==> src/rtl/lsu.sv <==
// Load/store unit: one request at a time, checks funct3/alignment, holds the
// memory port for MEM_LAT cycles, extends load data, holds the response until retired.
module lsu #(
   parameter int unsigned MEM_LAT     = 1,
   parameter bit          CHECK_ALIGN = 1'b1
) (
   input  logic        clk_i,
   input  logic        rst_n_i,
   input  logic        req_valid_i,
   output logic        req_ready_o,
   input  logic        req_we_i,
   input  logic [2:0]  req_funct3_i,
   input  logic [31:0] req_addr_i,
   input  logic [31:0] req_wdata_i,
   input  logic [4:0]  req_rd_i,
   output logic        mem_we_o,
   output logic [2:0]  mem_mode_o,
   output logic [31:0] mem_address_o,
   output logic [31:0] mem_wdata_o,
   input  logic [31:0] mem_rdata_i,
   output logic        resp_valid_o,
   input  logic        resp_ready_i,
   output logic [31:0] resp_rdata_o,
   output logic [4:0]  resp_rd_o,
   output logic        resp_err_o,
   output logic [31:0] resp_err_addr_o
);

   typedef enum logic [1:0] {IDLE, ACCESS, RESP} state_e;

   typedef struct packed {
      logic        we;
      logic [2:0]  funct3;
      logic [31:0] addr;
      logic [31:0] wdata;
      logic [4:0]  rd;
   } req_t;

   typedef struct packed {
      logic [31:0] rdata;
      logic [4:0]  rd;
      logic        err;
      logic [31:0] err_addr;
   } resp_t;

   localparam int unsigned   CW   = (MEM_LAT > 1) ? $clog2(MEM_LAT) : 1;
   localparam logic [CW-1:0] LAST = CW'(MEM_LAT - 1);

   state_e        state_q, state_d;
   logic [CW-1:0] cnt_q, cnt_d;
   req_t          req_q, req_d;
   resp_t         resp_q, resp_d;

   logic illegal, misaligned;
   logic [31:0] ext_data;

   // Stores only have B/H/W; loads additionally have BU/HU.
   always_comb begin
      if (req_we_i)
         illegal = req_funct3_i[2] | (req_funct3_i[1:0] == 2'b11);
      else
         illegal = (req_funct3_i[1:0] == 2'b11) | (req_funct3_i[2:1] == 2'b11);
   end

   assign misaligned = CHECK_ALIGN &&
                       (((req_funct3_i[1:0] == 2'b01) && req_addr_i[0]) ||
                        ((req_funct3_i[1:0] == 2'b10) && (req_addr_i[1:0] != 2'b00)));

   always_comb begin
      case (req_q.funct3)
         3'b000:  ext_data = {{24{mem_rdata_i[7]}}, mem_rdata_i[7:0]};
         3'b001:  ext_data = {{16{mem_rdata_i[15]}}, mem_rdata_i[15:0]};
         3'b100:  ext_data = {24'h0, mem_rdata_i[7:0]};
         3'b101:  ext_data = {16'h0, mem_rdata_i[15:0]};
         default: ext_data = mem_rdata_i;
      endcase
   end

   always_comb begin
      state_d       = state_q;
      cnt_d         = cnt_q;
      req_d         = req_q;
      resp_d        = resp_q;
      req_ready_o   = 1'b0;
      mem_we_o      = 1'b0;
      mem_mode_o    = 3'b000;
      mem_address_o = 32'h0;
      mem_wdata_o   = 32'h0;
      resp_valid_o  = 1'b0;
      case (state_q)
         IDLE: begin
            req_ready_o = 1'b1;
            if (req_valid_i) begin
               req_d.we     = req_we_i;
               req_d.funct3 = req_funct3_i;
               req_d.addr   = req_addr_i;
               req_d.wdata  = req_wdata_i;
               req_d.rd     = req_rd_i;
               if (illegal || misaligned) begin
                  state_d         = RESP;
                  resp_d.rdata    = 32'h0;
                  resp_d.rd       = req_we_i ? 5'd0 : req_rd_i;
                  resp_d.err      = 1'b1;
                  resp_d.err_addr = req_addr_i;
               end else begin
                  state_d = ACCESS;
                  cnt_d   = '0;
               end
            end
         end
         ACCESS: begin
            // funct3[1:0] encodes size: 00 byte, 01 half, 10 word.
            mem_mode_o    = {req_q.funct3[1:0] == 2'b10, req_q.funct3[1:0] == 2'b01,
                             req_q.funct3[1:0] == 2'b00};
            mem_address_o = req_q.addr;
            mem_wdata_o   = req_q.wdata;
            mem_we_o      = req_q.we && (cnt_q == '0);
            if (cnt_q == LAST) begin
               state_d         = RESP;
               resp_d.rdata    = req_q.we ? 32'h0 : ext_data;
               resp_d.rd       = req_q.we ? 5'd0 : req_q.rd;
               resp_d.err      = 1'b0;
               resp_d.err_addr = 32'h0;
            end else begin
               cnt_d = cnt_q + 1'b1;
            end
         end
         RESP: begin
            resp_valid_o = 1'b1;
            if (resp_ready_i) state_d = IDLE;
         end
         default: state_d = IDLE;
      endcase
   end

   assign resp_rdata_o    = resp_q.rdata;
   assign resp_rd_o       = resp_q.rd;
   assign resp_err_o      = resp_q.err;
   assign resp_err_addr_o = resp_q.err_addr;

   always_ff @(posedge clk_i) begin
      if (!rst_n_i) begin
         state_q <= IDLE;
         cnt_q   <= '0;
         req_q   <= '0;
         resp_q  <= '0;
      end else begin
         state_q <= state_d;
         cnt_q   <= cnt_d;
         req_q   <= req_d;
         resp_q  <= resp_d;
      end
   end

endmodule
==> config.mk <==
export PLATFORM = sky130hd
export DESIGN_NAME = lsu
export DESIGN_NICKNAME = d
export VERILOG_FILES = /design/src/rtl/lsu.sv
export SDC_FILE = /design/constraint.sdc
export NUM_CORES = 1
export LEC_CHECK = 0
export CAP_MARGIN = 20
export CORE_MARGIN = 8
export CORE_UTILIZATION = 42
export CTS_BUF_LIST = sky130_fd_sc_hd__clkbuf_16
export CTS_CLUSTER_DIAMETER = 60
export CTS_CLUSTER_SIZE = 24
export DETAILED_ROUTE_END_ITERATION = 8
export GPL_TIMING_DRIVEN = 0
export PLACE_DENSITY_LB_ADDON = 0.08
export SLEW_MARGIN = 20
export SYNTH_ARGS = -nofsm -noshare
export SYNTH_HDL_FRONTEND = slang
export SYNTH_SLANG_ARGS = --single-unit
==> constraint.sdc <==
create_clock -name clk_i -period 2.6 [get_ports clk_i]
set_input_delay 0.78 -clock clk_i [delete_from_list [all_inputs] [get_ports clk_i]]
set_output_delay 0.78 -clock clk_i [all_outputs]
set_load 0.005 [all_outputs]
# --- Yosys cells after proc, flatten, opt, wreduce, memory -nomap -nowiden ---
# Cells that the tools add are included.
classes:
  n_addsub: 1
  n_eq_ne: 16
  muxes: 24
  n_bitwise: 3
  n_reduce_logical: 14
op_table:
  columns: ["operator", "count"]
  rows:
  - ["$mux 70", 3]
  - ["$pmux 70 s2", 1]
  - ["$pmux 32 s4", 1]
  - ["$mux 32", 3]
  - ["$eq 2x2->1 const B", 5]
  - ["$mux 5", 2]
  - ["$ne 2x2->1 const B", 5]
  - ["$mux 2", 4]
  - ["$mux 1", 7]
  - ["$eq 2x1->1 const B", 3]
  - ["$eq 3x3->1 const B", 2]
  - ["$pmux 2 s3", 1]
  - ["$reduce_and 3->1", 2]
  - ["$logic_not 2->1", 2]
  - ["$reduce_and 4->1", 1]
  - ["$reduce_bool 2->1", 2]
  - ["$eq 3x1->1 const B", 1]
  - ["$logic_and 1x1->1", 3]
  - ["$logic_not 3->1", 1]
  - ["$mux 3", 1]
  - ["$logic_or 1x1->1", 2]
  - ["$or 1x1->1", 2]
  - ["$pmux 1 s2", 1]
  - ["$reduce_and 2->1", 1]
  - ["2 further kinds", 2]
totals:
  ff_bits: 146
  in_bits: 109
  output_inout_bits: 140
  wordCells: 69

# --- Logic depth before layout (Yosys ltp) ---
depth:
  ltp_word: 7
  mapped_depth: 7

# --- Worst setup path after synthesis ---
# OpenSTA, ideal clock, no wires.
synth_path:
  path_type: "input port to flip-flop"
  start: "input port req_addr_i[0]"
  end: "register resp_q (netlist bit resp_rdata_o[3])"
  arrival_ns: 2.211
  setup_slack_ns: 0.328
  cell_stages: 6
  path_buffers: 3
  cell_sequence: "or4_1 > buf_2 > a311oi_2 > buf_6 > buf_6 > a22o_1"
synth_via:
  elab_chain_cells: 6
synth_lines:
  columns: ["item", "line_no", "text"]
  rows:
  - ["start, declared", "13", "input logic [31:0] req_addr_i,"]
  - ["$reduce_bool 2->1", "67", "((req_funct3_i[1:0] == 2'b10) && (req_addr_i[1:0] != 2'b00)));"]
  - ["$logic_and 1x1->1", "67", null]
  - ["$logic_or 1x1->1 *", "66", "(((req_funct3_i[1:0] == 2'b01) && req_addr_i[0]) ||"]
  - ["$logic_or 1x1->1 *", "99", "if (illegal || misaligned) begin"]
  - ["$ne 2x2->1 (no source line) *", null, null]
  - ["$reduce_and 4->1 (no source line) *", null, null]
  - ["end signal, assigned", "151", "resp_q <= resp_d;"]
  - ["end, declared", "52", "resp_t resp_q, resp_d;"]
# Mark *: on every way between the ends. The rest lies on a longest branch, timed or not.
# A chain may end at the register's enable or synchronous reset.

# --- Final worst setup path ---
layout_path:
  start: "input port req_funct3_i[2]"
  end: "register resp_q (netlist bit resp_err_addr_o[12])"
layout_via:
  elab_chain_cells: 6
layout_lines:
  columns: ["item", "line_no", "text"]
  rows:
  - ["start, declared", "12", "input logic [2:0] req_funct3_i,"]
  - ["$eq 2x2->1", "62", "illegal = (req_funct3_i[1:0] == 2'b11) | (req_funct3_i[2:1] == 2'b11);"]
  - ["$or 1x1->1", "62", null]
  - ["$mux 1 *", "59", "if (req_we_i)"]
  - ["$logic_or 1x1->1 *", "99", null]
  - ["$ne 2x2->1 (no source line) *", null, null]
  - ["$reduce_and 4->1 (no source line) *", null, null]
# Marks and branches as above.

==> results.json <==
{
  "cp_slowest_cell": "clkdlybuf4s50_1",
  "hp-class": "flop to flop",
  "synth-main-ff-cell": "dfxtp_1",
  "grt_overflow": 0,
  "io_pins": 249,
  "clk_pin_slew_ns": 0.06,
  "critPathTopFamily": "buffers and inverters",
  "yosysSeqAreaShare": 0.512,
  "max_stage_delay_ns": 0.50,
  "worst_pin_slew_ns": 0.633,
  "synth.cell_area_mm2": 0.00567,
  "fmax_mhz": 395,
  "ctsHoldBuffers": 0,
  "final_cell_mix": "181 x clkdlybuf4s50_1, 156 x nand2_1, 142 x dfxtp_1",
  "rr_worst_depth": 6,
  "antenna_found_initial": 1,
  "die_area_mm2": 0.0175,
  "fin_ws_ns": 0.0680,
  "worst_ep_required_time_ns": 2.97,
  "async_flop_share": 0,
  "dp_hpwl_mm": 14.4,
  "via_count": 5661,
  "worstSkewPairLatency_ns": 0.42,
  "syn2layout_area_growth_pct": 60.6,
  "synth_warnings": 0,
  "grt_max_degree": 17,
  "pre_cts_slack_ns": -0.747,
  "fp.dieH_um": 132,
  "synth.net_count": 760,
  "max-clock-path-buffers": 2,
  "finalWirelength_mm": 19.3,
  "io_buffers": 248,
  "pwr-share-seq": 0.414,
  "crit_chain": "clkdlybuf4s50_1 -> or4_1 -> buf_2 -> a311oi_4 -> clkbuf_4 -> a22o_1",
  "power_switching_share": 0.236,
  "cts_inserted_buffers": 17,
  "cp.buffers_inverters": 3,
  "skew_ns": 0.00779,
  "routedWlPerCell_um": 17.3,
  "drive_gt1_frac": 0.127,
  "avgSynthCellArea_um2": 8.70,
  "rows": 42,
  "ant_nets": 0,
  "initial_core_util": 0.430,
  "drcViolationCount": 0,
  "finalSetupViolCount": 0,
  "cp-endpoint": "resp_err_addr_o[12]",
  "power.density_mw_per_mm2": 645,
  "fin_crit_sh": 0.974,
  "start_kind": "input pin",
  "critical_path_depth": 6,
  "finalHoldViolations": 0,
  "crit_type": "input pin to flop",
  "synth_seq_cells": 145,
  "place_inst": 1075,
  "drv_cap": 0,
  "endpoint_kind": "flop",
  "grt_usage": 0.216,
  "status": "completed",
  "root_buffer": "clkbuf_16",
  "placed_cell_area_mm2": 0.00837,
  "path_max_fanout": 10,
  "r2r-start": "state_q[1]",
  "layout_commonest_cell": "clkdlybuf4s50_1",
  "fp.coreArea_mm2": 0.0132,
  "htreeDepth": 4,
  "drv_slew": 0,
  "final_area_mm2": 0.00910,
  "nNetsFinal": 1037,
  "drt_first_pass_iters": 4,
  "p_clk_frac": 0.449,
  "critPathLaunch": "req_funct3_i[2]",
  "r2r_end": "resp_err_addr_o[22]",
  "min_from": "req_q[30]",
  "peakVddDrop_mv": 0.391,
  "final_cells": 1117,
  "leakage_nw": 3.68,
  "syn_inst": 651,
  "synth.distinct_cells": 38,
  "cts_tree": "yes",
  "first_global_vias": 5882,
  "p_sw_mw": 1.39,
  "place_congestion": 0.803,
  "slew-limit-headroom": 0.578,
  "drt_iter0_drc": 236,
  "internal-power_mw": 4.48,
  "grt_pass1_wl_mm": 30.4,
  "timing.hold.ws_ns": 0.449,
  "chipWidth_um": 132,
  "min_period_ns": 2.53,
  "ff2ff_setup_slack_ns": 0.40,
  "cts_sinks": 145,
  "synth-edff-count": 0,
  "critPathArrivalTime_ns": 2.90,
  "via_per_inst": 5.07,
  "power_frac_comb": 0.137
}
==> cells in the mapped netlist (2+ instances only) <==
library cell / n / area [µm²]
buf_2: 8 / 40.0
nor3_1: 3 / 15.0
o32ai_1: 16 / 140
and2_1: 65 / 407
nor4bb_1: 5 / 50.1
o21ai_0: 8 / 40.0
buf_1: 2 / 7.51
clkbuf_1: 44 / 165
a22o_1: 42 / 368
a311oi_1: 5 / 43.8
inv_1: 19 / 71.3
a21oi_1: 75 / 375
a31oi_1: 5 / 31.3
nor2b_1: 20 / 125
nand2_1: 156 / 586
nor3b_1: 3 / 22.5
buf_6: 2 / 22.5
dfxtp_1: 145 / 2900
a211oi_1: 5 / 37.5
a32o_1: 5 / 50.1
==> worst min-delay path by stage <==
| stage | cells past startpoint | end | slack (ns) |
|---|---|---|---|
| finish | 2 | req_q[30] | 0.45 |
| global route | 2 | req_q[22] | 0.47 |
| CTS | 2 | req_q[22] | 0.45 |
| detailed placement | 2 | req_q[41] | 0.44 |
| global placement | 2 | req_q[0] | 0.44 |
| floorplan | 2 | req_q[0] | 0.43 |
==> per-stage QoR <==
stage / total power, mW / setup TNS [ns] / util
3_3_place_gp: 3.22 / -93.68 / 0.635
5_1_grt: 6.10 / -0.0183 / 0.690
4_1_cts: 5.90 / 0 / 0.697
3_5_place_dp: 3.24 / -101.94 / 0.635
2_1_floorplan: 2.80 / 0 / -
6_report: 5.87 / 0 / 0.690
==> worst register-to-register path: stages, from the launching register on <==
cell      delay (ns)
dfxtp_2         0.33
clkbuf_8        0.14
buf_4           0.17
or3b_1          0.44
nor4_4          0.56
buf_2           0.34
a22o_1          0.16
==> power by group through the flow <==
stage | Sequential [mW] | Combinational [mW] | Clock, mW
after global placement | 2.46 | 0.755 | 0
after CTS | 2.43 | 0.798 | 2.67
after global routing | 2.44 | 0.881 | 2.77
final | 2.43 | 0.808 | 2.64
after detailed placement | 2.47 | 0.771 | 0
after floorplan | 2.46 | 0.345 | 0
==> area by class of cell <==
class,count,area (µm²)
Fill cell,1079,4090
Antenna cell,1,2.50
Timing Repair Buffer,262,2420
Clock inverter,14,214
Tap cell,176,220
Buffer,52,334
Inverter,19,71.3
Clock buffer,17,425
Multi-Input combinational cell,431,2510
Sequential cell,145,2910
==> what timing repair did <==
action | 4_1_cts | 5_1_grt
setup endpoints to repair | 136 | 88
gates cloned | 2 | 1
resized for setup | 176 | 47
buffers inserted | 11 | 1
pin swaps | 1 | 1
endpoints found under the hold margin | 0 | 0
==> state kept, by name, indices dropped and copies added (netlist names) <==
register	count
resp_err_addr_o	32
state_q	2
resp_rd_o	5
resp_err_o	1
resp_rdata_o	32
req_q	73
==> per-layer routing <==
metal	part of all wire	wire length [µm]	track usage
met1	0.41	7840	0.238
met5	0	0	0
met2	0.48	9340	0.363
met4	0.025	474	0.0887
met3	0.087	1680	0.0880
==> logic make-up after synthesis <==
group / Yosys count / synth area share
AND/OR/NAND/NOR: 260 / 0.225
AO/OA/AOI/OAI: 170 / 0.207
flip-flops: 145 / 0.512
buffers and inverters: 75 / 0.0541
multiplexers: 1 / 0.00199
Note: power is estimated with default switching activity, not from simulation.
